[src/rtl/dl_xor_arb_pkg.sv]
// Shared helpers for the XOR arbiter slice.
package dl_xor_arb_pkg;

   // Index width for a requester count. A single requester still gets one bit.
   function automatic int id_width(input int n);
      return (n > 1) ? $clog2(n) : 1;
   endfunction

endpackage

[src/rtl/dl_rr_arb.sv]
// Round-robin arbiter: one-hot grant starting at ptr, ptr moves past the winner on advance.
module dl_rr_arb import dl_xor_arb_pkg::*; #(
   parameter  int NUM_REQ = 4,
   localparam int ID_W    = id_width(NUM_REQ)
) (
   input  logic               clk,
   input  logic               rst,
   input  logic [NUM_REQ-1:0] req,
   input  logic               advance,
   output logic [NUM_REQ-1:0] gnt,
   output logic [ID_W-1:0]    gnt_id
);

   logic [ID_W-1:0]               ptr;
   logic [NUM_REQ-1:0]            mask;
   logic [NUM_REQ-1:0]            hi;
   logic [NUM_REQ:0][ID_W-1:0]    id_acc;

   // Requests at or above ptr win first; otherwise wrap to the lowest index.
   genvar i;
   generate
      for (i = 0; i < NUM_REQ; i++) begin : g_lane
         assign mask[i]     = (ID_W'(i) >= ptr);
         assign id_acc[i+1] = id_acc[i] | (ID_W'(i) & {ID_W{gnt[i]}});
      end
   endgenerate

   assign id_acc[0] = '0;
   assign hi        = req & mask;
   assign gnt       = (|hi) ? (hi & (~hi + NUM_REQ'(1))) : (req & (~req + NUM_REQ'(1)));
   assign gnt_id    = id_acc[NUM_REQ];

   always_ff @(posedge clk) begin
      if (rst)
         ptr <= '0;
      else if (advance)
         ptr <= (gnt_id == ID_W'(NUM_REQ-1)) ? '0 : gnt_id + ID_W'(1);
   end

endmodule

[src/rtl/dl_xor.sv]
// Shared bitwise XOR datapath.
module dl_xor #(
   parameter int NUM_BITS = 32
) (
   input  logic [NUM_BITS-1:0] in0,
   input  logic [NUM_BITS-1:0] in1,
   output logic [NUM_BITS-1:0] out
);

   assign out = in0 ^ in1;

endmodule

[src/rtl/dl_xor_arb.sv]
// Shares one dl_xor among NUM_REQ requesters behind a one-entry registered response.
module dl_xor_arb import dl_xor_arb_pkg::*; #(
   parameter  int NUM_BITS = 32,
   parameter  int NUM_REQ  = 4,
   localparam int ID_W     = id_width(NUM_REQ)
) (
   input  logic                        clk,
   input  logic                        rst,
   input  logic [NUM_REQ-1:0]          req_val,
   output logic [NUM_REQ-1:0]          req_rdy,
   input  logic [NUM_REQ*NUM_BITS-1:0] req_in0,
   input  logic [NUM_REQ*NUM_BITS-1:0] req_in1,
   output logic                        resp_val,
   input  logic                        resp_rdy,
   output logic [NUM_BITS-1:0]         resp_out,
   output logic [ID_W-1:0]             resp_id
);

   logic                           can_accept;
   logic                           xfer;
   logic [NUM_REQ-1:0]             gnt;
   logic [ID_W-1:0]                gnt_id;
   logic [NUM_REQ:0][NUM_BITS-1:0] op0_acc;
   logic [NUM_REQ:0][NUM_BITS-1:0] op1_acc;
   logic [NUM_BITS-1:0]            xor_out;

   assign can_accept = !resp_val || resp_rdy;
   assign req_rdy    = gnt & {NUM_REQ{can_accept && !rst}};
   assign xfer       = |(req_val & req_rdy);

   dl_rr_arb #(.NUM_REQ(NUM_REQ)) u_arb (
      .clk     (clk),
      .rst     (rst),
      .req     (req_val),
      .advance (xfer),
      .gnt     (gnt),
      .gnt_id  (gnt_id)
   );

   // AND-OR operand mux; gnt is one-hot or zero.
   genvar i;
   generate
      for (i = 0; i < NUM_REQ; i++) begin : g_mux
         assign op0_acc[i+1] = op0_acc[i] | (req_in0[i*NUM_BITS +: NUM_BITS] & {NUM_BITS{gnt[i]}});
         assign op1_acc[i+1] = op1_acc[i] | (req_in1[i*NUM_BITS +: NUM_BITS] & {NUM_BITS{gnt[i]}});
      end
   endgenerate

   assign op0_acc[0] = '0;
   assign op1_acc[0] = '0;

   dl_xor #(.NUM_BITS(NUM_BITS)) u_xor (
      .in0 (op0_acc[NUM_REQ]),
      .in1 (op1_acc[NUM_REQ]),
      .out (xor_out)
   );

   // Data and id only load on a transfer, so a drain leaves them holding.
   always_ff @(posedge clk) begin
      if (rst) begin
         resp_val <= 1'b0;
         resp_out <= '0;
         resp_id  <= '0;
      end else if (can_accept) begin
         resp_val <= xfer;
         if (xfer) begin
            resp_out <= xor_out;
            resp_id  <= gnt_id;
         end
      end
   end

endmodule

[config.mk]
export PLATFORM = sky130hd
export DESIGN_NAME = dl_xor_arb
export DESIGN_NICKNAME = d
export VERILOG_FILES = /design/src/rtl/dl_xor_arb_pkg.sv /design/src/rtl/dl_rr_arb.sv /design/src/rtl/dl_xor.sv /design/src/rtl/dl_xor_arb.sv
export SDC_FILE = /design/constraint.sdc
export NUM_CORES = 1
export LEC_CHECK = 0
export CAP_MARGIN = 20
export CORE_AREA = 2 2 117 119
export DETAILED_ROUTE_END_ITERATION = 16
export DIE_AREA = 0 0 119 121
export PLACE_DENSITY = 0.81
export SLEW_MARGIN = 30
export SYNTH_ARGS = -nofsm -noshare
export SYNTH_HDL_FRONTEND = slang
export SYNTH_SLANG_ARGS = --single-unit
[constraint.sdc]
create_clock -name clk -period 4.1 [get_ports clk]
set_clock_uncertainty 0.05 [all_clocks]
set_input_delay 1.025 -clock clk [delete_from_list [all_inputs] [get_ports clk]]
set_output_delay 1.025 -clock clk [all_outputs]
set_load 0.005 [all_outputs]
# [Word level (Yosys, flattened, before mapping)]
# Index checks and enable logic that the tools add are counted.
[totals] register_bits=37 out_inout_bits=39 elab_cells=45 inputBits=263
[op_classes] n_reduce_logical=7 n_addsub=3 order_cmp=4 bitwise_logic=24 eq_ne=1 mux=2
[op_table] operator="$and A32 B32 Y32" count=8
[op_table] operator="$or A32 B32 Y32" count=6
[op_table] operator="$xor A32 B32 Y32" count=1
[op_table] operator="$and A4 B4 Y4" count=5
[op_table] operator="$add A4 B1 Y4 const B" count=2
[op_table] operator="$not A4 Y4" count=2
[op_table] operator="$reduce_or A4 Y1" count=2
[op_table] operator="$ge A1 B2 Y1 const A" count=2
[op_table] operator="$ge A2 B2 Y1 const A" count=2
[op_table] operator="$mux W4" count=1
[op_table] operator="$add A2 B1 Y2 const B" count=1
[op_table] operator="$eq A2 B2 Y1 const B" count=1
[op_table] operator="$logic_not A1 Y1" count=2
[op_table] operator="$mux W2" count=1
[op_table] operator="$or A1 B2 Y2" count=1
[op_table] operator="$or A2 B2 Y2" count=1
[op_table] operator="$reduce_and A2 Y1" count=1
[op_table] operator="$logic_and A1 B1 Y1" count=1
[op_table] operator="$logic_or A1 B1 Y1" count=1

# [Depth between registers and ports, before layout]
[depth] ltp_word=11 mapped_depth=9

# [By module]
# Synthesis repeated with hierarchy kept, for this count alone.
[hier_totals] hier_cells=405 area_unflattened_um2=3251.9
[by_module_without_submodules] mod="dl_xor_arb" cells_per_inst=341 seq_area_each_um2=700.7 instances=1 area_per_inst_um2=2733.9
[by_module_without_submodules] mod="dl_xor" cells_per_inst=32 seq_area_each_um2=0.0 instances=1 area_per_inst_um2=280.3
[by_module_without_submodules] mod="dl_rr_arb" cells_per_inst=32 seq_area_each_um2=40.0 instances=1 area_per_inst_um2=237.7

# [Worst setup path before layout]
# Ideal clock, no wire load.
[synth_timing] kind="input to output" startpoint="in req_val[2]" endpoint="out req_rdy[3]" t_arrival_ns=1.848 slack_ns=1.177 path_stages=5 path_cell_list="buf_4 -> nor2_1 -> o21ai_4 -> clkbuf_1 -> nor3_1"
[synth_via] elab_chain_cells=6 elab_cells_between_ends=10
[synth_lines] element="start, declared" line="dl_xor_arb.sv:9" source="input logic [NUM_REQ-1:0] req_val,"
[synth_lines] element="$and A4 B4 Y4" line="dl_rr_arb.sv:29" source="assign hi = req & mask;"
[synth_lines] element="$not A4 Y4" line="dl_rr_arb.sv:30" source="assign gnt = (|hi) ? (hi & (~hi + NUM_REQ'(1))) : (req & (~req + NUM_REQ'(1)));"
[synth_lines] element="$add A4 B1 Y4" line="dl_rr_arb.sv:30"
[synth_lines] element="$and A4 B4 Y4" line="dl_rr_arb.sv:30"
[synth_lines] element="$mux W4 (*)" line="dl_rr_arb.sv:30"
[synth_lines] element="$and A4 B4 Y4 (*)" line="dl_xor_arb.sv:28" source="assign req_rdy = gnt & {NUM_REQ{can_accept && !rst}};"
[synth_lines] element="end, declared" line="dl_xor_arb.sv:10" source="output logic [NUM_REQ-1:0] req_rdy,"
# Every way passes the cells marked *; elsewhere a longest branch is shown, timed or not.

# [Final worst setup path]
[layout_timing] startpoint="in req_val[3]" endpoint="out req_rdy[2]"
[layout_via] elab_chain_cells=4
[layout_lines] element="$and A4 B4 Y4" line="dl_rr_arb.sv:29"
[layout_lines] element="$reduce_or A4 Y1" line="dl_rr_arb.sv:30"
[layout_lines] element="$mux W4" line="dl_rr_arb.sv:30"
[layout_lines] element="$and A4 B4 Y4" line="dl_xor_arb.sv:28"
# Every way passes these cells.

==> metrics.md <==
| Metric | Value |
|---|---|
| Status | `finished, final reports clean` |
| Syn Inst Count | `around 500` |
| Register area share after synthesis | `20.1%` |
| Drt wl/cell | `18.0 um` |
| Number of global-route vias before repair | `between 5000 and 6000` |
| Number of synthesis warnings | `0` |
| Syn nets | `765` |
| Fmax | `around 260 MHz` |
| Num CTS Buffers | `5` |
| Full die area | `14400 um2` |
| Detail Placement HPWL | `about 14000 um` |
| WL final | `17400 um` |
| H-tree Lvls | `2` |
| Iter 0 DRT Violations | `around 430` |
| Grt ovf | `0` |
| Cts repair resizes | `0` |
| Chip Height | `121 um` |
| Worst Path Class, Setup | `input pin to primary output` |
| I/O pin cnt | `between 300 and 400` |
| Layout cell share with drive strength beyond 1 | `around 6.7%` |
| Initial Utilization | `28.2%` |
| RSZ-0062 raised after global routing | `no` |
| CP arrival | `2.83 ns` |
| Clk slew on worst S/H paths | `about 0.06 ns` |
| Initial antenna violation count | `1` |
| Slew @ Worst Pin | `0.952 ns` |
| Final hold vios | `0` |
| Number of diodes | `0` |
| Clock Latency Late Sink | `0.27 ns` |
| Largest net degree at the start of global routing | `49` |
| First-pass GRT wire length | `approximately 26000 um` |
| Commonest non-fill, non-tap cell in the layout | `clkdlybuf4s50_1` |
| Die width | `119 um` |
| CTS tree | `done` |
| Placed Area | `6880 um2` |
| Worst vdd rail ir drop | `between 100 and 150 uV` |
| Relative slew slack | `a little over a third` |
| Input/output buffers | `roughly 300` |
| #FFs+latches synth | `37` |
| Crit-path max FO | `5` |
| DR vias/cell | `approximately 5.4` |
| CTS Hold Buffers Added | `0` |
| Cell area after layout | `between 7000 and 8000 um2` |
| Tcrit/Tclk final | `between 90% and 100%` |
| Min Tclk post-route | `~3.9 ns` |
| Vias | `5239` |
| Core area | `between 10000 and 15000 um2` |
| Final WS setup | `approximately 0.19 ns` |
| Syn Area/Cell | `between 7 and 8 um2` |
| Routed Antenna Nets | `0` |
| Cell leakage power | `2.67 nW` |
| Yosys cell types | `34` |
| Pwr dens | `about 270 nW/um2` |
| Core Util, Final | `roughly 54%` |
| Critical Path RT | `slightly above 3 ns` |
| Final Max Tran Viols | `0` |
| Worst min-delay path class | `register to register` |
| DRC | `0` |
| DRT Pass-1 Iters | `7` |
| Clock Tree Buf Depth | `2` |
| Clock sinks | `37` |
| Final setup vio count | `0` |
| Mapped cell area | `~3700 um2` |
| Most frequent cells in the layout | `clkdlybuf4s50_1, inv_1, o21ai_0, a222oi_1, and3_1` |
| Final setup TNS | `0 ns` |
| Root buf cell | `clkbuf_16` |
| CP Launch Type | `input pin` |
| P&R area growth vs syn | `90.1%` |
| Std cell rows | `42` |
| Gr usage total | `around 23%` |
| Nets@finish | `between 1000 and 1500` |
| Crit end category | `primary output` |
| MaxCap Viol Count | `0` |
| Place WS | `between 0.15 and 0.2 ns` |
| Placer Congestion | `0.879` |
| Setup bufs post-CTS | `0` |
==> routing by layer <==
| metal | global-route usage, % | vias to the layer above | routed length (um) |
|---|---|---|---|
| li1 | - | 2513 | - |
| met1 | 26.2 | 2405 | 6690 |
| met2 | 40.9 | 282 | 8680 |
| met4 | 7.66 | 2 | 496 |
| met5 | 0 | - | 13 |
| met3 | 5.40 | 37 | 1530 |
==> final timing paths <==
path	from	end	cells after the start	slack, ns
max	req_val[3]	req_rdy[2]	6	0.19
min reg2reg	resp_out[19]	resp_out[19]	2	0.40
max reg2reg	u_arb.ptr[1]	resp_out[14]	7	1.28
min	resp_out[19]	resp_out[19]	2	0.40
==> Yosys cell counts (all sizes together) <==
| cell | instances | area share (%) |
|---|---|---|
| a21oi | 34 | 4.9 |
| mux2i | 1 | 0.27 |
| nor2b | 2 | 0.34 |
| nand2b | 6 | 1.0 |
| nor3 | 2 | 0.27 |
| nand2 | 42 | 4.3 |
| inv | 74 | 7.5 |
| buf | 24 | 4.9 |
| o32ai | 48 | 15 |
| a41oi | 1 | 0.24 |
| dfxtp | 37 | 20 |
| a222oi | 48 | 13 |
| and3 | 49 | 8.3 |
| a211oi | 1 | 0.20 |
| nor2 | 26 | 2.7 |
| clkbuf | 14 | 1.4 |
| or3 | 1 | 0.17 |
| a2bb2oi | 1 | 0.24 |
| or2 | 2 | 0.34 |
| o311ai | 1 | 0.71 |
| o21ai | 74 | 10 |
| o31ai | 8 | 1.6 |
| and2 | 2 | 0.41 |
| nor4 | 2 | 0.34 |
| a31oi | 1 | 0.17 |
| a311oi | 1 | 0.71 |
==> registers in the layout (all words and copies together), names as in the netlist <==
register   flops
resp_id        2
resp_out      32
u_arb.ptr      2
resp_val       1
==> area by class of cell <==
class | instances | area (um2)
fill | 1215 | 6070
tap | 176 | 220
multi-input combinational | 353 | 2470
timing repair buffer | 319 | 3170
clock buffer | 8 | 136
inverter | 74 | 278
sequential | 37 | 741
==> power by group <==
part           leakage (nW)  switching, W  internal (W)
clock                0.0652      0.000145      0.000226
sequential            0.307     0.0000518      0.000437
combinational          2.30      0.000457      0.000598
==> kinds of logic after synthesis <==
group / Yosys count / synth area share, %
muxes: 1 / 0.271
buffers and inverters: 112 / 13.8
DFF: 37 / 20.1
AOI/OAI and AO/OA: 218 / 47.6
and+or+nand+nor: 134 / 18.2
==> metrics by stage <==
stage                     hold WS (ns)  total power [W]  instances
after floorplan                  0.399         0.000990        502
after global placement           0.394          0.00153        959
after detailed placement         0.397          0.00154        959
after CTS                        0.407          0.00193        967
after global routing             0.431          0.00204        967
final                            0.403          0.00191        967
==> worst max-delay path, cell delays in order <==
cell and delay (ns):
clkdlybuf4s50_1 0.51, or3_1 0.40, o311ai_4 0.10, nand2_1 0.17, nor2_1 0.12, clkdlybuf4s50_1 0.51
No activity file was read; power rests on OpenSTA's default activity.
